**src/rtl/mul_pkg.sv**
```systemverilog
// mul_pkg: shared types and constants for the sequential shift-and-add multiplier.
//   state_e    : controller state encoding (IDLE, WORK)
//   MUL_WIDTH  : default operand width
//   cnt_width(): width of the iteration counter for a given operand width
package mul_pkg;

  typedef enum logic {
    IDLE = 1'b0,
    WORK = 1'b1
  } state_e;

  localparam int unsigned MUL_WIDTH = 8;

  // The counter must hold values 0..WIDTH, so it needs clog2(WIDTH+1) bits.
  function automatic int unsigned cnt_width(int unsigned width);
    return $clog2(width + 1);
  endfunction

endpackage

```
**src/rtl/mul_shift_add_dp.sv**
```systemverilog
// mul_shift_add_dp: datapath of the shift-and-add multiplier.
//   Holds the multiplicand shift register (widened to 2*WIDTH), the multiplier
//   shift register, the 2*WIDTH accumulator and the iteration counter.
// Ports:
//   clk_i   in   clock
//   rst_i   in   asynchronous active-low reset, clears every register
//   load_i  in   capture a_i/b_i, clear accumulator and counter
//   step_i  in   perform one partial-product iteration
//   a_i     in   multiplicand
//   b_i     in   multiplier
//   sum_o   out  accumulator value after the current iteration
//   last_o  out  the current iteration is the final one
// Configuration: MUL_EARLY_EXIT_EN makes last_o also assert when the remaining
//   multiplier bits after this iteration are all zero.
module mul_shift_add_dp
  import mul_pkg::*;
#(
  parameter int unsigned WIDTH = MUL_WIDTH
) (
  input  logic               clk_i,
  input  logic               rst_i,
  input  logic               load_i,
  input  logic               step_i,
  input  logic [WIDTH-1:0]   a_i,
  input  logic [WIDTH-1:0]   b_i,
  output logic [2*WIDTH-1:0] sum_o,
  output logic               last_o
);

  localparam int unsigned       CW       = cnt_width(WIDTH);
  localparam logic [CW-1:0]     LAST_CNT = CW'(WIDTH - 1);

  logic [2*WIDTH-1:0] mcand_q, mcand_d;
  logic [2*WIDTH-1:0] acc_q, acc_d;
  logic [WIDTH-1:0]   mplier_q, mplier_d;
  logic [CW-1:0]      cnt_q, cnt_d;

  // Partial product is added only when the current multiplier LSB is set.
  assign sum_o = acc_q + (mplier_q[0] ? mcand_q : '0);

  always_comb begin
`ifdef MUL_EARLY_EXIT_EN
    last_o = (cnt_q == LAST_CNT) || ((mplier_q >> 1) == '0);
`else
    last_o = (cnt_q == LAST_CNT);
`endif
  end

  always_comb begin
    // NOTE: every signal gets a default first so no path leaves it unassigned,
    // which would otherwise infer a latch.
    mcand_d  = mcand_q;
    mplier_d = mplier_q;
    acc_d    = acc_q;
    cnt_d    = cnt_q;
    if (load_i) begin
      mcand_d  = {{WIDTH{1'b0}}, a_i};
      mplier_d = b_i;
      acc_d    = '0;
      cnt_d    = '0;
    end else if (step_i) begin
      acc_d    = sum_o;
      mcand_d  = mcand_q << 1;
      mplier_d = mplier_q >> 1;
      cnt_d    = cnt_q + 1'b1;
    end
  end

  // NOTE: registers use non-blocking assignments so all flops update together
  // from values sampled before the edge.
  always_ff @(posedge clk_i or negedge rst_i) begin
    if (!rst_i) begin
      mcand_q  <= '0;
      mplier_q <= '0;
      acc_q    <= '0;
      cnt_q    <= '0;
    end else begin
      mcand_q  <= mcand_d;
      mplier_q <= mplier_d;
      acc_q    <= acc_d;
      cnt_q    <= cnt_d;
    end
  end

endmodule

```
**src/rtl/mul.sv**
```systemverilog
// mul: sequential unsigned multiplier, y = a * b, one partial product per clock.
//   Start is level-sampled in IDLE; busy_o stays high while the datapath iterates,
//   and y_bo holds the last completed product until the next completion or reset.
// Ports:
//   clk_i    in   clock, rising edge
//   rst_i    in   asynchronous active-low reset
//   a_bi     in   multiplicand (WIDTH)
//   b_bi     in   multiplier (WIDTH)
//   start_i  in   start request, ignored while busy
//   busy_o   out  operation in progress
//   y_bo     out  registered product (2*WIDTH)
// Configuration: MUL_EARLY_EXIT_EN ends an operation as soon as the remaining
//   multiplier bits are zero; the product is the same either way.
module mul
  import mul_pkg::*;
#(
  parameter int unsigned WIDTH = MUL_WIDTH
) (
  input  logic               clk_i,
  input  logic               rst_i,
  input  logic [WIDTH-1:0]   a_bi,
  input  logic [WIDTH-1:0]   b_bi,
  input  logic               start_i,
  output logic               busy_o,
  output logic [2*WIDTH-1:0] y_bo
);

  state_e             state_q, state_d;
  logic               busy_q, busy_d;
  logic [2*WIDTH-1:0] y_q, y_d;
  logic               load, step, last;
  logic [2*WIDTH-1:0] sum;

  mul_shift_add_dp #(
    .WIDTH (WIDTH)
  ) u_dp (
    .clk_i  (clk_i),
    .rst_i  (rst_i),
    .load_i (load),
    .step_i (step),
    .a_i    (a_bi),
    .b_i    (b_bi),
    .sum_o  (sum),
    .last_o (last)
  );

  // State register.
  always_ff @(posedge clk_i or negedge rst_i) begin
    if (!rst_i) state_q <= IDLE;
    else        state_q <= state_d;
  end

  // Next-state logic.
  always_comb begin
    state_d = state_q;
    unique case (state_q)
      IDLE:    if (start_i) state_d = WORK;
      WORK:    if (last)    state_d = IDLE;
      default: state_d = IDLE;
    endcase
  end

  // Output / control logic. The final iteration's sum goes straight into y_bo,
  // so the product is valid on the same edge busy_o drops.
  always_comb begin
    load   = 1'b0;
    step   = 1'b0;
    busy_d = busy_q;
    y_d    = y_q;
    unique case (state_q)
      IDLE: begin
        if (start_i) begin
          load   = 1'b1;
          busy_d = 1'b1;
        end
      end
      WORK: begin
        step = 1'b1;
        if (last) begin
          y_d    = sum;
          busy_d = 1'b0;
        end
      end
      default: busy_d = 1'b0;
    endcase
  end

  always_ff @(posedge clk_i or negedge rst_i) begin
    if (!rst_i) begin
      busy_q <= 1'b0;
      y_q    <= '0;
    end else begin
      busy_q <= busy_d;
      y_q    <= y_d;
    end
  end

  assign busy_o = busy_q;
  assign y_bo   = y_q;

endmodule

```
**config.mk**
```make
export PLATFORM = sky130hd
export DESIGN_NAME = mul
export DESIGN_NICKNAME = d
export VERILOG_FILES = /design/src/rtl/mul_pkg.sv /design/src/rtl/mul_shift_add_dp.sv /design/src/rtl/mul.sv
export SDC_FILE = /design/constraint.sdc
export NUM_CORES = 1
export LEC_CHECK = 0
export CAP_MARGIN = 20
export CORE_MARGIN = 3
export CORE_UTILIZATION = 45
export CTS_BUF_LIST = sky130_fd_sc_hd__clkbuf_8
export CTS_CLUSTER_SIZE = 28
export DETAILED_ROUTE_END_ITERATION = 10
export PLACE_DENSITY = 0.63
export SYNTH_ARGS = -nofsm -noshare
export SYNTH_HDL_FRONTEND = slang
export SYNTH_SLANG_ARGS = --single-unit
```
**constraint.sdc**
```tcl
create_clock -name clk_i -period 3.5 [get_ports clk_i]
set_input_delay 0.7 -clock clk_i [delete_from_list [all_inputs] [get_ports clk_i]]
set_output_delay 0.7 -clock clk_i [all_outputs]
set_load 0.1 [all_outputs]
```
## Yosys cells after proc, flatten, opt, wreduce, memory -nomap -nowiden

Index checks and enable logic that the tools add are counted.

- Flip-flop bits (word level): 62
- Bits in latches: 0
- RAM bits: 0
- Bits in read-only memories: 0
- Bits of input ports: 19
- Memories kept: 0

- $add $sub $neg: 2
- Multipliers: 0
- Divide/modulo/power cells: 0
- Order comparisons: 0
- Equal/unequal tests: 3
- Shifts and indexed selects: 0
- Muxes and demuxes: 17
- Bitwise logic cells: 1
- Reductions and logical operators: 3

Operators with widths:

| cell | count |
|---|---|
| 16-bit two-way mux | 5 |
| 16-bit adder | 1 |
| 8-bit two-way mux | 2 |
| 4-bit two-way mux | 2 |
| 1-bit two-way mux | 6 |
| 4-bit by 1-bit adder with 4-bit output (second input constant) | 1 |
| 4-bit by 3-bit equality test with 1-bit output (second input constant) | 1 |
| 1-bit one-hot mux with 2 select lines | 2 |
| 2-bit AND reduction | 2 |
| 2-bit by 1-bit inequality test with 1-bit output (second input constant) | 1 |
| 2-bit inequality test (second input constant) | 1 |
| 2-bit nonzero test | 1 |
| 1-bit NOT | 1 |

## Depth between registers and ports, before layout

Gate-level depths: netlist (run 1).

- Word-level depth: 4
- Mapped depth: 9
- Depth with buffers taken out: 8

## Modules after synthesis

Synthesis (run 1) repeated with hierarchy kept, for this count alone.

- Cells, all modules: 342
- Area, all modules: 3593.4 µm²

Modules (own cells, without submodules):

| module | instances | cells an instance | area an instance (µm²) |
|---|---|---|---|
| mul_shift_add_dp | 1 | 301 | 2860.2 |
| mul | 1 | 41 | 733.2 |

## Worst setup path before layout (run 1)

No wires, ideal clock.

- Kind: reg2reg
- Start point: register u_dp.mplier_q[0]
- End point: register u_dp.acc_q[14]
- Library setup time: 0.122 ns
- Arrival time: 2.531 ns
- Required time: 3.378 ns
- Slack: 0.848 ns
- Stages on the path, launching flop included: 10
- Path buffers: 1
- Period minus slack after synthesis: 2.652 ns
- Cell sequence: dfrtp_1 clkbuf_1 and2_1 ha_1 fa_1 a21o_1 a221oi_4 o21ai_2 or3_1 a32o_1

- Word-level cells in the longest chain between the ends: 4

RTL lines:

| element | line | RTL |
|---|---|---|
| start, declared | mul_shift_add_dp.sv:35 | `logic [WIDTH-1:0] mplier_q, mplier_d;` |
| start signal, assigned | mul_shift_add_dp.sv:79 | `mplier_q <= mplier_d;` |
| 16-bit two-way mux | mul_shift_add_dp.sv:39 | `assign sum_o = acc_q + (mplier_q[0] ? mcand_q : '0);` |
| 16-bit adder | mul_shift_add_dp.sv:39 |  |
| 16-bit two-way mux | mul_shift_add_dp.sv:61 | `end else if (step_i) begin` |
| 16-bit two-way mux | mul_shift_add_dp.sv:56 | `if (load_i) begin` |
| end signal, assigned | mul_shift_add_dp.sv:75 | `acc_q <= '0;` |
| end signal, assigned | mul_shift_add_dp.sv:80 | `acc_q <= acc_d;` |
| end, declared | mul_shift_add_dp.sv:34 | `logic [2*WIDTH-1:0] acc_q, acc_d;` |

No other way between the ends. The select of a mux whose other input is x is not followed.
A chain may end at the register's enable or synchronous reset.

## Final worst setup path (run 1)

Same ends and word-level chain as after synthesis.

==> impl_results.html, run 1 <==
<table>
<tr><th>Metric</th><th>Value</th></tr>
<tr><th colspan="2">Run status</th></tr>
<tr><td>Status</td><td>finished clean</td></tr>
<tr><th colspan="2">Finish</th></tr>
<tr><td>Layout cell share with drive strength beyond 1</td><td>0.0888</td></tr>
<tr><td>Antenna cells</td><td>0</td></tr>
<tr><td>Storage cell area</td><td>1550 µm²</td></tr>
<tr><td>Net total in the final layout</td><td>426</td></tr>
<tr><td>Count of filler cells inserted in the layout</td><td>695</td></tr>
<tr><td>Area growth from synthesis to final layout</td><td>16.7%</td></tr>
<tr><td>Area of combinational cells with multiple inputs</td><td>1800 µm²</td></tr>
<tr><td>Post-route standard cell area excluding fillers</td><td>4070 µm²</td></tr>
<tr><th colspan="2">Worst setup path</th></tr>
<tr><td>Biggest cell delay along the critical path</td><td>510 ps</td></tr>
<tr><td>Crit. End Element</td><td>register</td></tr>
<tr><td>WP data required</td><td>3730 ps</td></tr>
<tr><td>Peak fanout along the critical path</td><td>17</td></tr>
<tr><td>Kind of cell with the highest combined delay on the critical path</td><td>compound AO/OA/AOI/OAI gates</td></tr>
<tr><td>Slowest cell on the critical path</td><td>sky130_fd_sc_hd__dfrtp_1</td></tr>
<tr><td>Critical path class</td><td>reg -&gt; reg</td></tr>
<tr><td>First element of the critical path</td><td>u_dp.mplier_q[0]</td></tr>
<tr><td>Startpoint type of the worst setup path</td><td>register</td></tr>
<tr><td>Launching point of the worst reg2reg path</td><td>u_dp.mplier_q[0]</td></tr>
<tr><td>Critical path, cell by cell</td><td>and2_1 -&gt; ha_1 -&gt; fa_1 -&gt; a21o_1 -&gt; a221oi_4 -&gt; o21ai_2 -&gt; or3_1 -&gt; a32o_1</td></tr>
<tr><td>Crit path buf inv count</td><td>0</td></tr>
<tr><td>Critical Path AT</td><td>3090 ps</td></tr>
<tr><th colspan="2">Yosys</th></tr>
<tr><td>Synth Instances</td><td>361</td></tr>
<tr><td>Post-synthesis sequential element count</td><td>62</td></tr>
<tr><td>Post-synthesis async set-or-reset flop share</td><td>1.00</td></tr>
<tr><td>Proportion of synthesized area in mux cells</td><td>0.0585</td></tr>
<tr><td>Compound-gate portion of the synthesized area</td><td>0.183</td></tr>
<tr><td>Post-synth net total</td><td>397</td></tr>
<tr><td>Synthesized area per cell</td><td>9.65 µm²</td></tr>
<tr><td>Yosys Warn Count</td><td>0</td></tr>
<tr><td>Basic-gate share of the synthesized area counting and, or, nand and nor cells</td><td>0.182</td></tr>
<tr><td>Leading area contributor after synthesis</td><td>sky130_fd_sc_hd__dfrtp_1</td></tr>
<tr><td>Post-synthesis sequential area ratio</td><td>0.445</td></tr>
<tr><td>XOR/XNOR share of the synthesized area</td><td>0.0302</td></tr>
<tr><td>Top cells by area in the synthesized netlist</td><td>sky130_fd_sc_hd__dfrtp_1 (45%), sky130_fd_sc_hd__nand2_1 (6.5%), sky130_fd_sc_hd__ha_1 (5.7%), sky130_fd_sc_hd__o21ai_0 (5.6%), sky130_fd_sc_hd__mux2i_1 (4.9%)</td></tr>
<tr><td>Largest family of logic cells by synthesized area</td><td>compound AO/OA/AOI/OAI gates</td></tr>
<tr><td>Portion of synthesized cell area occupied by the leading cell type</td><td>0.445</td></tr>
<tr><td>Count of unique library cells instantiated by Yosys</td><td>52</td></tr>
<tr><td>Number of synthesized flops with an enable pin</td><td>0</td></tr>
<tr><td>Post-Synth Adder-Cell Area</td><td>0.0632</td></tr>
<tr><td>Main flop type after synthesis</td><td>sky130_fd_sc_hd__dfrtp_1</td></tr>
<tr><td>Post-synthesis cell area</td><td>3480 µm²</td></tr>
<tr><th colspan="2">CTS</th></tr>
<tr><td>Clock-pin slew on the worst setup and hold paths</td><td>70 ps</td></tr>
<tr><td>Clock insertion delay at the later pin of the skew report</td><td>340 ps</td></tr>
<tr><td>Total of hold buffers inserted after clock tree synthesis</td><td>0</td></tr>
<tr><td>Buffer levels on the longest clock path</td><td>2</td></tr>
<tr><td>Post-CTS sizing</td><td>0</td></tr>
<tr><td>TritonCTS Sinks</td><td>62</td></tr>
<tr><td>Clock root buffer master</td><td>sky130_fd_sc_hd__clkbuf_8</td></tr>
<tr><td>Num CTS Buffers</td><td>9</td></tr>
<tr><td>CTS H-Tree Depth</td><td>3</td></tr>
<tr><td>Clock tree from TritonCTS</td><td>yes</td></tr>
<tr><td>Setup fix buffers added after clock tree synthesis</td><td>0</td></tr>
<tr><th colspan="2">Global routing</th></tr>
<tr><td>Overall overflow remaining after global route</td><td>0</td></tr>
<tr><td>Initial antenna violation count</td><td>0</td></tr>
<tr><td>Wire length of the first global-routing pass</td><td>13300 µm</td></tr>
<tr><td>Most used routing layer in global routing</td><td>met1</td></tr>
<tr><td>Pin count of the biggest net entering global routing</td><td>63</td></tr>
<tr><td>M3 GR Usage</td><td>0.0513</td></tr>
<tr><td>Via count of the first global-routing pass</td><td>2639</td></tr>
<tr><td>Met1 Use GR</td><td>0.291</td></tr>
<tr><td>Met2 capacity usage during global routing</td><td>0.276</td></tr>
<tr><td>GRT Util Overall</td><td>0.195</td></tr>
<tr><th colspan="2">Power</th></tr>
<tr><td>Total power density per cell area</td><td>883 nW/µm²</td></tr>
<tr><td>IR drop worst, VDD</td><td>0.000345 V</td></tr>
<tr><td>Total power</td><td>3590 µW</td></tr>
<tr><td>Leakage power of the design</td><td>0.00187 µW</td></tr>
<tr><th colspan="2">Floorplan</th></tr>
<tr><td>Die footprint</td><td>8840 µm²</td></tr>
<tr><td>Vertical die dimension</td><td>94.0 µm</td></tr>
<tr><td>Core Footprint</td><td>7370 µm²</td></tr>
<tr><td>FP Rows</td><td>31</td></tr>
<tr><td>Num ports</td><td>36</td></tr>
<tr><td>Die width</td><td>94.0 µm</td></tr>
<tr><td>Starting density of the core</td><td>0.473</td></tr>
<tr><th colspan="2">Placement</th></tr>
<tr><td>Total half-perimeter wirelength after legalization and detailed placement</td><td>5510 µm</td></tr>
<tr><td>RD Place Congestion</td><td>0.860</td></tr>
<tr><td>Cell Area, Placed</td><td>3880 µm²</td></tr>
<tr><td>IO Port Bufs</td><td>35</td></tr>
<tr><th colspan="2">Timing</th></tr>
<tr><td>Transition time at the pin with the least slew margin</td><td>982 ps</td></tr>
<tr><td>Final worst path period need</td><td>2860 ps</td></tr>
<tr><td>Total count of hold-check failures in the final report</td><td>0</td></tr>
<tr><td>Count of final setup violators</td><td>0</td></tr>
<tr><td>Share of the cycle needed by the critical path after routing</td><td>0.817</td></tr>
<tr><td>Maximum frequency from static timing analysis</td><td>350 MHz</td></tr>
<tr><td>Pins Over Slew Limit</td><td>0</td></tr>
<tr><td>Largest clock skew in the final design</td><td>9.06 ps</td></tr>
<tr><td>Setup Total Neg Slack</td><td>0 ps</td></tr>
<tr><td>Minimum hold slack</td><td>324 ps</td></tr>
<tr><td>Tightest slew margin relative to the limit</td><td>0.344</td></tr>
<tr><td>RSZ-0062 raised after global routing</td><td>no</td></tr>
<tr><th colspan="2">Routing</th></tr>
<tr><td>Pre-Repair DR Iteration Count</td><td>4</td></tr>
<tr><td>Detail Route Antenna Nets</td><td>0</td></tr>
<tr><td>Residual DRC count</td><td>0</td></tr>
<tr><td>Total wire length after detailed routing</td><td>7790 µm</td></tr>
<tr><td>Final routed wire length divided by cell count</td><td>15.8 µm</td></tr>
<tr><td>Vias after detailed routing</td><td>2676</td></tr>
<tr><td>Detailed Route Iter0 Violations</td><td>125</td></tr>
<tr><td>Via-to-Cell Ratio</td><td>5.43</td></tr>
<tr><th colspan="2">Run</th></tr>
<tr><td>Max_cap viols</td><td>0</td></tr>
<tr><th colspan="2">Min path</th></tr>
<tr><td>Class of the tightest hold or removal check</td><td>in -&gt; async</td></tr>
</table>
## path summary, 6_finish.rpt
kind / endpoint / slack (ps) / cells past startpoint
max: u_dp.acc_q[14] / 640 / 8
min: u_dp.cnt_q[3] / 320 / 1
max reg2reg: u_dp.acc_q[14] / 640 / 8
min reg2reg: y_bo[3] / 470 / 2
max in group asynchronous: u_dp.mcand_q[3] / 2470 / 2
min in group clk_i: y_bo[3] / 470 / 2
## final cells by class
cell class	count	share of cell area
Clock buffer	10	0.0339
Tap cell	99	0.0305
Inverter	2	0.00185
Timing Repair Buffer	41	0.0960
Sequential cell	62	0.382
Clock inverter	5	0.0126
Multi-Input combinational cell	274	0.444
## Yosys cell counts, types with 3 or more instances
cell type and number:
sky130_fd_sc_hd__mux2i_1 17, sky130_fd_sc_hd__a22o_1 10, sky130_fd_sc_hd__a21o_1 5, sky130_fd_sc_hd__o21ai_0 39, sky130_fd_sc_hd__nor2_1 16, sky130_fd_sc_hd__nand2b_1 10
sky130_fd_sc_hd__o31ai_1 4, sky130_fd_sc_hd__a21oi_1 13, sky130_fd_sc_hd__nand2_1 60, sky130_fd_sc_hd__xor2_1 4, sky130_fd_sc_hd__nand4_1 8, sky130_fd_sc_hd__and2_1 17
sky130_fd_sc_hd__nand3_1 5, sky130_fd_sc_hd__a31o_2 4, sky130_fd_sc_hd__mux2_2 3, sky130_fd_sc_hd__xnor2_1 8, sky130_fd_sc_hd__ha_1 16, sky130_fd_sc_hd__buf_6 4
sky130_fd_sc_hd__dfrtp_1 62, sky130_fd_sc_hd__clkbuf_1 16
## metal layers
metal | wire length [µm] | vias up
met4 | 89 | 0
met3 | 361 | 7
met5 | 0 | -
met2 | 3330 | 63
li1 | - | 1336
met1 | 4010 | 1270
## cells in the final DEF (no fill, tap or decap), drive strengths merged, types with 3 or more instances in the layout
cell type / Yosys / layout
and3: 3 / 3
a21o: 5 / 5
mux2: 3 / 3
inv: 2 / 3
nand2: 60 / 60
a22o: 10 / 10
dfrtp: 62 / 62
buf: 7 / 7
nand4: 8 / 8
xnor2: 8 / 8
o31ai: 4 / 4
and2: 17 / 17
nor2: 16 / 16
ha: 16 / 16
xor2: 4 / 4
o21ai: 40 / 40
a31o: 4 / 4
mux2i: 17 / 17
nand3: 5 / 5
a21oi: 14 / 14
clkdlybuf4s50: 0 / 34
nand2b: 10 / 10
clkbuf: 16 / 10
## power breakdown
group | internal [µW] | switching, µW | leakage [µW]
combinational | 561 | 1220 | 0.000966
sequential | 994 | 193 | 0.000806
clock | 339 | 281 | 0.0000993
## sequential cells by signal (all words and copies together), names as in the netlist
register       cells
u_dp.acc_q        16
u_dp.mcand_q      16
y_bo              16
u_dp.mplier_q      8
u_dp.cnt_q         4
busy_o             1
state_q            1
## per-stage QoR
stage | util | std cells | setup WS (ps)
2_1_floorplan | - | 361 | 848
3_3_place_gp | 0.526 | 478 | 712
3_5_place_dp | 0.526 | 478 | 650
4_1_cts | 0.552 | 493 | 626
5_1_grt | 0.552 | 493 | 466
6_report | 0.552 | 493 | 640
## cell families after synthesis
| group | after synthesis |
|---|---|
| adders and majority gates | 17 |
| AOI/OAI and AO/OA | 95 |
| xor gates and xnor gates | 12 |
| muxes | 20 |
| and+or+nand+nor | 130 |
| buffers and inverters | 25 |
| DFF | 62 |
(Power assumes the default switching activity.)
==> inputs of run 2 (changes only) <==
==> constraint.sdc (replaced) <==
create_clock -name clk_i -period 2.7 [get_ports clk_i]
set_input_delay 0.54 -clock clk_i [delete_from_list [all_inputs] [get_ports clk_i]]
set_output_delay 0.54 -clock clk_i [all_outputs]
set_load 0.1 [all_outputs]
==> impl_results.html, run 2 (synthesized netlist as in run 1, its figures left out) <==
<table>
<tr><th>Metric</th><th>Value</th></tr>
<tr><th colspan="2">Run status</th></tr>
<tr><td>Status</td><td>finished clean</td></tr>
<tr><th colspan="2">Power</th></tr>
<tr><td>Seq pwr share</td><td>0.323</td></tr>
<tr><td>Switching power</td><td>2210 µW</td></tr>
<tr><td>Power Internal</td><td>2570 µW</td></tr>
<tr><td>Leakage power of the design</td><td>0.00194 µW</td></tr>
<tr><td>Switching fraction of total power</td><td>0.463</td></tr>
<tr><td>Combinational cell fraction of total power</td><td>0.484</td></tr>
<tr><td>Share of power burned in the clock network</td><td>0.193</td></tr>
<tr><td>Total power density per cell area</td><td>1170 nW/µm²</td></tr>
<tr><td>IR drop worst, VDD</td><td>0.000517 V</td></tr>
<tr><th colspan="2">Floorplan</th></tr>
<tr><td>Vertical die dimension</td><td>94.0 µm</td></tr>
<tr><td>Core Footprint</td><td>7370 µm²</td></tr>
<tr><td>Starting density of the core</td><td>0.473</td></tr>
<tr><td>Die footprint</td><td>8840 µm²</td></tr>
<tr><td>Num ports</td><td>36</td></tr>
<tr><td>FP Rows</td><td>31</td></tr>
<tr><td>Die width</td><td>94.0 µm</td></tr>
<tr><th colspan="2">Min path</th></tr>
<tr><td>Class of the tightest hold or removal check</td><td>in -&gt; async</td></tr>
<tr><th colspan="2">Worst setup path</th></tr>
<tr><td>First element of the critical path</td><td>u_dp.mcand_q[0]</td></tr>
<tr><td>Critical path, cell by cell</td><td>and2_1 -&gt; ha_1 -&gt; fa_1 -&gt; a21o_1 -&gt; a221oi_4 -&gt; o21ai_2 -&gt; or3_1 -&gt; a32o_1</td></tr>
<tr><td>Peak fanout along the critical path</td><td>3</td></tr>
<tr><td>Reg-to-reg slack, setup</td><td>160 ps</td></tr>
<tr><td>Critical path class</td><td>reg -&gt; reg</td></tr>
<tr><td>Launching point of the worst reg2reg path</td><td>u_dp.mcand_q[0]</td></tr>
<tr><td>WP data required</td><td>2930 ps</td></tr>
<tr><td>Number of cells traversed by the worst register-to-register path</td><td>8</td></tr>
<tr><td>Timing endpoint of the critical path</td><td>u_dp.acc_q[14]</td></tr>
<tr><td>Endpoint of the most critical register-to-register path</td><td>u_dp.acc_q[14]</td></tr>
<tr><td>Slowest cell on the critical path</td><td>sky130_fd_sc_hd__fa_1</td></tr>
<tr><td>Startpoint type of the worst setup path</td><td>register</td></tr>
<tr><td>Crit. End Element</td><td>register</td></tr>
<tr><td>Biggest cell delay along the critical path</td><td>420 ps</td></tr>
<tr><td>Critical Path AT</td><td>2760 ps</td></tr>
<tr><th colspan="2">Timing</th></tr>
<tr><td>Count of final setup violators</td><td>0</td></tr>
<tr><td>Tightest slew margin relative to the limit</td><td>0.479</td></tr>
<tr><td>RSZ-0062 raised after global routing</td><td>no</td></tr>
<tr><td>Setup Total Neg Slack</td><td>0 ps</td></tr>
<tr><td>Largest clock skew in the final design</td><td>4.28 ps</td></tr>
<tr><td>Share of the cycle needed by the critical path after routing</td><td>0.940</td></tr>
<tr><td>Minimum hold slack</td><td>365 ps</td></tr>
<tr><td>Maximum frequency from static timing analysis</td><td>394 MHz</td></tr>
<tr><td>Pins Over Slew Limit</td><td>0</td></tr>
<tr><td>Worst Slack Setup Final</td><td>162 ps</td></tr>
<tr><td>Transition time at the pin with the least slew margin</td><td>781 ps</td></tr>
<tr><td>Final worst path period need</td><td>2540 ps</td></tr>
<tr><td>Total count of hold-check failures in the final report</td><td>0</td></tr>
<tr><th colspan="2">Global routing</th></tr>
<tr><td>Met2 capacity usage during global routing</td><td>0.281</td></tr>
<tr><td>Initial antenna violation count</td><td>0</td></tr>
<tr><td>Pin count of the biggest net entering global routing</td><td>63</td></tr>
<tr><td>Via count of the first global-routing pass</td><td>2664</td></tr>
<tr><td>Wire length of the first global-routing pass</td><td>13400 µm</td></tr>
<tr><td>Most used routing layer in global routing</td><td>met1</td></tr>
<tr><td>Overall overflow remaining after global route</td><td>0</td></tr>
<tr><td>GRT Util Overall</td><td>0.194</td></tr>
<tr><td>M3 GR Usage</td><td>0.0377</td></tr>
<tr><td>Met1 Use GR</td><td>0.288</td></tr>
<tr><th colspan="2">Finish</th></tr>
<tr><td>Area growth from synthesis to final layout</td><td>17.7%</td></tr>
<tr><td>Layout cell share with drive strength beyond 1</td><td>0.148</td></tr>
<tr><td>Antenna cells</td><td>0</td></tr>
<tr><td>Post-route standard cell area excluding fillers</td><td>4100 µm²</td></tr>
<tr><td>Most common cell after layout, fill and taps aside</td><td>sky130_fd_sc_hd__dfrtp_1</td></tr>
<tr><td>Share of the core filled with cells</td><td>0.556</td></tr>
<tr><td>Net total in the final layout</td><td>432</td></tr>
<tr><td>Most used cells in the layout excluding fill and tap cells</td><td>sky130_fd_sc_hd__dfrtp_1 (62), sky130_fd_sc_hd__nand2_1 (60), sky130_fd_sc_hd__o21ai_0 (39)</td></tr>
<tr><th colspan="2">CTS</th></tr>
<tr><td>Buffer levels on the longest clock path</td><td>2</td></tr>
<tr><td>TritonCTS Sinks</td><td>62</td></tr>
<tr><td>CTS H-Tree Depth</td><td>3</td></tr>
<tr><td>Clock insertion delay at the later pin of the skew report</td><td>340 ps</td></tr>
<tr><td>Setup fix buffers added after clock tree synthesis</td><td>0</td></tr>
<tr><td>Total of hold buffers inserted after clock tree synthesis</td><td>0</td></tr>
<tr><td>Num CTS Buffers</td><td>9</td></tr>
<tr><td>Clock-pin slew on the worst setup and hold paths</td><td>70 ps</td></tr>
<tr><td>Clock tree from TritonCTS</td><td>yes</td></tr>
<tr><td>Clock root buffer master</td><td>sky130_fd_sc_hd__clkbuf_8</td></tr>
<tr><td>Post-CTS sizing</td><td>0</td></tr>
<tr><th colspan="2">Placement</th></tr>
<tr><td>Cell Area, Placed</td><td>3880 µm²</td></tr>
<tr><td>RD Place Congestion</td><td>0.920</td></tr>
<tr><td>Total half-perimeter wirelength after legalization and detailed placement</td><td>5560 µm</td></tr>
<tr><td>Placement-stage worst setup slack</td><td>184 ps</td></tr>
<tr><td>IO Port Bufs</td><td>35</td></tr>
<tr><th colspan="2">Routing</th></tr>
<tr><td>Total wire length after detailed routing</td><td>7800 µm</td></tr>
<tr><td>Vias after detailed routing</td><td>2711</td></tr>
<tr><td>Detail Route Antenna Nets</td><td>0</td></tr>
<tr><td>Pre-Repair DR Iteration Count</td><td>4</td></tr>
<tr><td>Final routed wire length divided by cell count</td><td>15.6 µm</td></tr>
<tr><td>Detailed Route Iter0 Violations</td><td>147</td></tr>
<tr><td>Via-to-Cell Ratio</td><td>5.43</td></tr>
<tr><td>Residual DRC count</td><td>0</td></tr>
<tr><th colspan="2">Run</th></tr>
<tr><td>Max_cap viols</td><td>0</td></tr>
</table>
[run 2: worst min path at each step]
stage	from	to	slack (ps)
2_1_floorplan	rst_i	busy_o	240
3_3_place_gp	y_bo[2]	y_bo[2]	460
3_5_place_dp	y_bo[2]	y_bo[2]	460
4_1_cts	rst_i	u_dp.cnt_q[3]	400
5_1_grt	rst_i	y_bo[1]	420
6_report	rst_i	y_bo[1]	370
[run 2: cell type report]
class,instances,area [µm²]
clock inverters,4,70.1
inverters,2,7.51
flip-flops and latches,62,1550
well taps,99,124
fillers,709,3270
repair buffers,47,393
multi-input cells,274,1800
clock buffers,11,151
[run 2: power by group through the flow]
stage | Clock, µW | Sequential [µW] | Combinational (µW)
2_1_floorplan | 0 | 2240 | 1110
3_3_place_gp | 0 | 1560 | 2290
3_5_place_dp | 0 | 1560 | 2330
4_1_cts | 944 | 1550 | 2330
5_1_grt | 982 | 1600 | 2530
6_report | 923 | 1550 | 2310
[run 2: metal layers]
layer	vias up	part of all wire
met4	0	0.0099
met1	1290	0.49
met2	59	0.44
li1	1355	-
met3	7	0.054
met5	-	0
[run 2: per-stage QoR]
step,std cells,total power [µW]
finish,499,4780
global route,499,5110
CTS,499,4820
detailed placement,484,3890
global placement,484,3850
floorplan,361,3350
[run 2: worst max-delay path, delay by kind of cell, from the launching register on]
kind,cells,cell delay [ps]
AOI/OAI and AO/OA,4,860
adders and majority gates,2,640
and+or+nand+nor,2,530
DFF,1,400
==> inputs of run 3 (changes only) <==
--- a/config.mk
+++ b/config.mk
@@ -11,7 +11,8 @@
 export CTS_BUF_LIST = sky130_fd_sc_hd__clkbuf_8
 export CTS_CLUSTER_SIZE = 28
 export DETAILED_ROUTE_END_ITERATION = 10
-export PLACE_DENSITY = 0.63
+export HOLD_SLACK_MARGIN = 0.06
+export PLACE_DENSITY = 0.66
 export SYNTH_ARGS = -nofsm -noshare
 export SYNTH_HDL_FRONTEND = slang
 export SYNTH_SLANG_ARGS = --single-unit
==> impl_results.html, run 3 (synthesized netlist as in run 1, its figures left out) <==
<table>
<tr><th>Metric</th><th>Value</th></tr>
<tr><th colspan="2">Run status</th></tr>
<tr><td>Status</td><td>finished clean</td></tr>
<tr><th colspan="2">Global routing</th></tr>
<tr><td>Pin count of the biggest net entering global routing</td><td>63</td></tr>
<tr><td>Wire length of the first global-routing pass</td><td>13800 µm</td></tr>
<tr><td>GRT Util Overall</td><td>0.201</td></tr>
<tr><td>Initial antenna violation count</td><td>0</td></tr>
<tr><td>Overall overflow remaining after global route</td><td>0</td></tr>
<tr><td>Via count of the first global-routing pass</td><td>2759</td></tr>
<tr><th colspan="2">Finish</th></tr>
<tr><td>Most common cell after layout, fill and taps aside</td><td>sky130_fd_sc_hd__dfrtp_1</td></tr>
<tr><td>Most used cells in the layout excluding fill and tap cells</td><td>sky130_fd_sc_hd__dfrtp_1 (62), sky130_fd_sc_hd__nand2_1 (60), sky130_fd_sc_hd__o21ai_0 (39)</td></tr>
<tr><td>Storage cell area</td><td>1550 µm²</td></tr>
<tr><td>Area of combinational cells with multiple inputs</td><td>1810 µm²</td></tr>
<tr><td>Layout cell share with drive strength beyond 1</td><td>0.145</td></tr>
<tr><td>Antenna cells</td><td>0</td></tr>
<tr><td>Net total in the final layout</td><td>432</td></tr>
<tr><td>Count of filler cells inserted in the layout</td><td>690</td></tr>
<tr><td>Area growth from synthesis to final layout</td><td>18.3%</td></tr>
<tr><th colspan="2">CTS</th></tr>
<tr><td>Clock root buffer master</td><td>sky130_fd_sc_hd__clkbuf_8</td></tr>
<tr><td>Num CTS Buffers</td><td>9</td></tr>
<tr><td>CTS H-Tree Depth</td><td>3</td></tr>
<tr><td>Total of hold buffers inserted after clock tree synthesis</td><td>0</td></tr>
<tr><td>Buffer levels on the longest clock path</td><td>2</td></tr>
<tr><td>Clock-pin slew on the worst setup and hold paths</td><td>70 ps</td></tr>
<tr><td>Clock insertion delay at the later pin of the skew report</td><td>340 ps</td></tr>
<tr><td>TritonCTS Sinks</td><td>62</td></tr>
<tr><td>Clock tree from TritonCTS</td><td>yes</td></tr>
<tr><td>Setup fix buffers added after clock tree synthesis</td><td>0</td></tr>
<tr><th colspan="2">Routing</th></tr>
<tr><td>Total wire length after detailed routing</td><td>7960 µm</td></tr>
<tr><td>Vias after detailed routing</td><td>2747</td></tr>
<tr><td>Detail Route Antenna Nets</td><td>0</td></tr>
<tr><td>Detailed Route Iter0 Violations</td><td>175</td></tr>
<tr><td>Residual DRC count</td><td>0</td></tr>
<tr><td>Via-to-Cell Ratio</td><td>5.51</td></tr>
<tr><td>Final routed wire length divided by cell count</td><td>16.0 µm</td></tr>
<tr><td>Pre-Repair DR Iteration Count</td><td>4</td></tr>
<tr><th colspan="2">Worst setup path</th></tr>
<tr><td>Timing endpoint of the critical path</td><td>u_dp.acc_q[14]</td></tr>
<tr><td>Crit. End Element</td><td>register</td></tr>
<tr><td>WP data required</td><td>2920 ps</td></tr>
<tr><td>Biggest cell delay along the critical path</td><td>410 ps</td></tr>
<tr><td>Peak fanout along the critical path</td><td>5</td></tr>
<tr><td>Reg-to-reg slack, setup</td><td>160 ps</td></tr>
<tr><td>Launching point of the worst reg2reg path</td><td>u_dp.mplier_q[0]</td></tr>
<tr><td>Endpoint of the most critical register-to-register path</td><td>u_dp.acc_q[14]</td></tr>
<tr><td>Kind of cell with the highest combined delay on the critical path</td><td>compound AO/OA/AOI/OAI gates</td></tr>
<tr><td>Critical path, cell by cell</td><td>and2_1 -&gt; ha_1 -&gt; fa_1 -&gt; a21o_1 -&gt; a221oi_4 -&gt; o21ai_2 -&gt; or3_1 -&gt; a32o_1</td></tr>
<tr><td>Crit path buf inv count</td><td>0</td></tr>
<tr><td>Slowest cell on the critical path</td><td>sky130_fd_sc_hd__dfrtp_1</td></tr>
<tr><td>Critical Path AT</td><td>2760 ps</td></tr>
<tr><td>First element of the critical path</td><td>u_dp.mplier_q[0]</td></tr>
<tr><td>Number of cells traversed by the worst register-to-register path</td><td>8</td></tr>
<tr><td>Startpoint type of the worst setup path</td><td>register</td></tr>
<tr><td>Critical path class</td><td>reg -&gt; reg</td></tr>
<tr><td>Worst path depth</td><td>8</td></tr>
<tr><th colspan="2">Floorplan</th></tr>
<tr><td>FP Rows</td><td>31</td></tr>
<tr><td>Die footprint</td><td>8840 µm²</td></tr>
<tr><td>Die width</td><td>94.0 µm</td></tr>
<tr><td>Starting density of the core</td><td>0.473</td></tr>
<tr><td>Core Footprint</td><td>7370 µm²</td></tr>
<tr><td>Vertical die dimension</td><td>94.0 µm</td></tr>
<tr><td>Num ports</td><td>36</td></tr>
<tr><th colspan="2">Power</th></tr>
<tr><td>IR drop worst, VDD</td><td>0.000572 V</td></tr>
<tr><td>Switching fraction of total power</td><td>0.463</td></tr>
<tr><td>Share of power burned in the clock network</td><td>0.191</td></tr>
<tr><td>Combinational cell fraction of total power</td><td>0.490</td></tr>
<tr><td>Power Internal</td><td>2570 µW</td></tr>
<tr><td>Leakage power of the design</td><td>0.00195 µW</td></tr>
<tr><td>Total power density per cell area</td><td>1160 nW/µm²</td></tr>
<tr><td>Seq pwr share</td><td>0.319</td></tr>
<tr><td>Switching power</td><td>2220 µW</td></tr>
<tr><th colspan="2">Placement</th></tr>
<tr><td>RD Place Congestion</td><td>0.897</td></tr>
<tr><td>IO Port Bufs</td><td>35</td></tr>
<tr><td>Total half-perimeter wirelength after legalization and detailed placement</td><td>5630 µm</td></tr>
<tr><th colspan="2">Timing</th></tr>
<tr><td>Setup Total Neg Slack</td><td>0 ps</td></tr>
<tr><td>Count of final setup violators</td><td>0</td></tr>
<tr><td>Final worst path period need</td><td>2540 ps</td></tr>
<tr><td>Maximum frequency from static timing analysis</td><td>394 MHz</td></tr>
<tr><td>Pins Over Slew Limit</td><td>0</td></tr>
<tr><td>Total count of hold-check failures in the final report</td><td>0</td></tr>
<tr><td>Tightest slew margin relative to the limit</td><td>0.620</td></tr>
<tr><td>Share of the cycle needed by the critical path after routing</td><td>0.939</td></tr>
<tr><td>Largest clock skew in the final design</td><td>10.0 ps</td></tr>
<tr><td>Minimum hold slack</td><td>192 ps</td></tr>
<tr><td>Transition time at the pin with the least slew margin</td><td>571 ps</td></tr>
<tr><td>RSZ-0062 raised after global routing</td><td>no</td></tr>
<tr><th colspan="2">Min path</th></tr>
<tr><td>Class of the tightest hold or removal check</td><td>in -&gt; async</td></tr>
<tr><th colspan="2">Run</th></tr>
<tr><td>Max_cap viols</td><td>0</td></tr>
</table>
run 3: layout make-up:
cell class	instances	share of cell area
Multi-Input combinational cell	274	0.439
Sequential cell	62	0.376
Timing Repair Buffer	47	0.0984
Clock buffer	11	0.0367
Tap cell	99	0.0301
Clock inverter	4	0.0173
Inverter	2	0.00182
run 3: worst register-to-register path: stages (launching register included):
cell                       delay (ps)
sky130_fd_sc_hd__dfrtp_1          410
sky130_fd_sc_hd__and2_1           150
sky130_fd_sc_hd__ha_1             230
sky130_fd_sc_hd__fa_1             410
sky130_fd_sc_hd__a21o_1           240
sky130_fd_sc_hd__a221oi_4         260
sky130_fd_sc_hd__o21ai_2           90
sky130_fd_sc_hd__or3_1            360
sky130_fd_sc_hd__a32o_1           260
run 3: repair_timing:
item	CTS	global route
resized for setup	0	1
hold endpoints to repair	0	0
setup endpoints to repair	0	1
run 3: worst min-delay path by stage:
stage,from,to,slack [ps],depth (start not counted)
after global placement,y_bo[6],y_bo[6],460,2
final,rst_i,y_bo[1],190,2
after detailed placement,y_bo[0],y_bo[0],460,2
after floorplan,rst_i,busy_o,240,0
after CTS,rst_i,y_bo[1],220,2
after global routing,rst_i,y_bo[1],220,2
run 3: metal layers:
metal  wire length [µm]  vias to the layer above  part of all wire  track usage
met2               3520                       68              0.44        0.312
met5                  0                        -                 0            0
li1                   -                     1344                 -            -
met3                386                       13             0.048       0.0345
met4                146                        0             0.018       0.0710
met1               3910                     1322              0.49        0.283
run 3: power by group through the flow:
stage | sequential [µW] | clock (µW) | combinational, µW
after detailed placement | 1540 | 0 | 2350
after global placement | 1540 | 0 | 2310
after floorplan | 2240 | 0 | 1110
final | 1530 | 918 | 2350
after CTS | 1530 | 939 | 2360
after global routing | 1570 | 980 | 2550
run 3: stage by stage:
| stage | area (µm²) | setup WS (ps) | total power, µW | utilization | instances |
|---|---|---|---|---|---|
| CTS | 4110 | 147 | 4820 | 0.558 | 499 |
| finish | 4120 | 165 | 4790 | 0.559 | 499 |
| floorplan | 3480 | 47.7 | 3350 | - | 361 |
| global route | 4120 | 8.61 | 5110 | 0.559 | 499 |
| detailed placement | 3890 | 163 | 3890 | 0.528 | 484 |
| global placement | 3890 | 228 | 3840 | 0.528 | 484 |
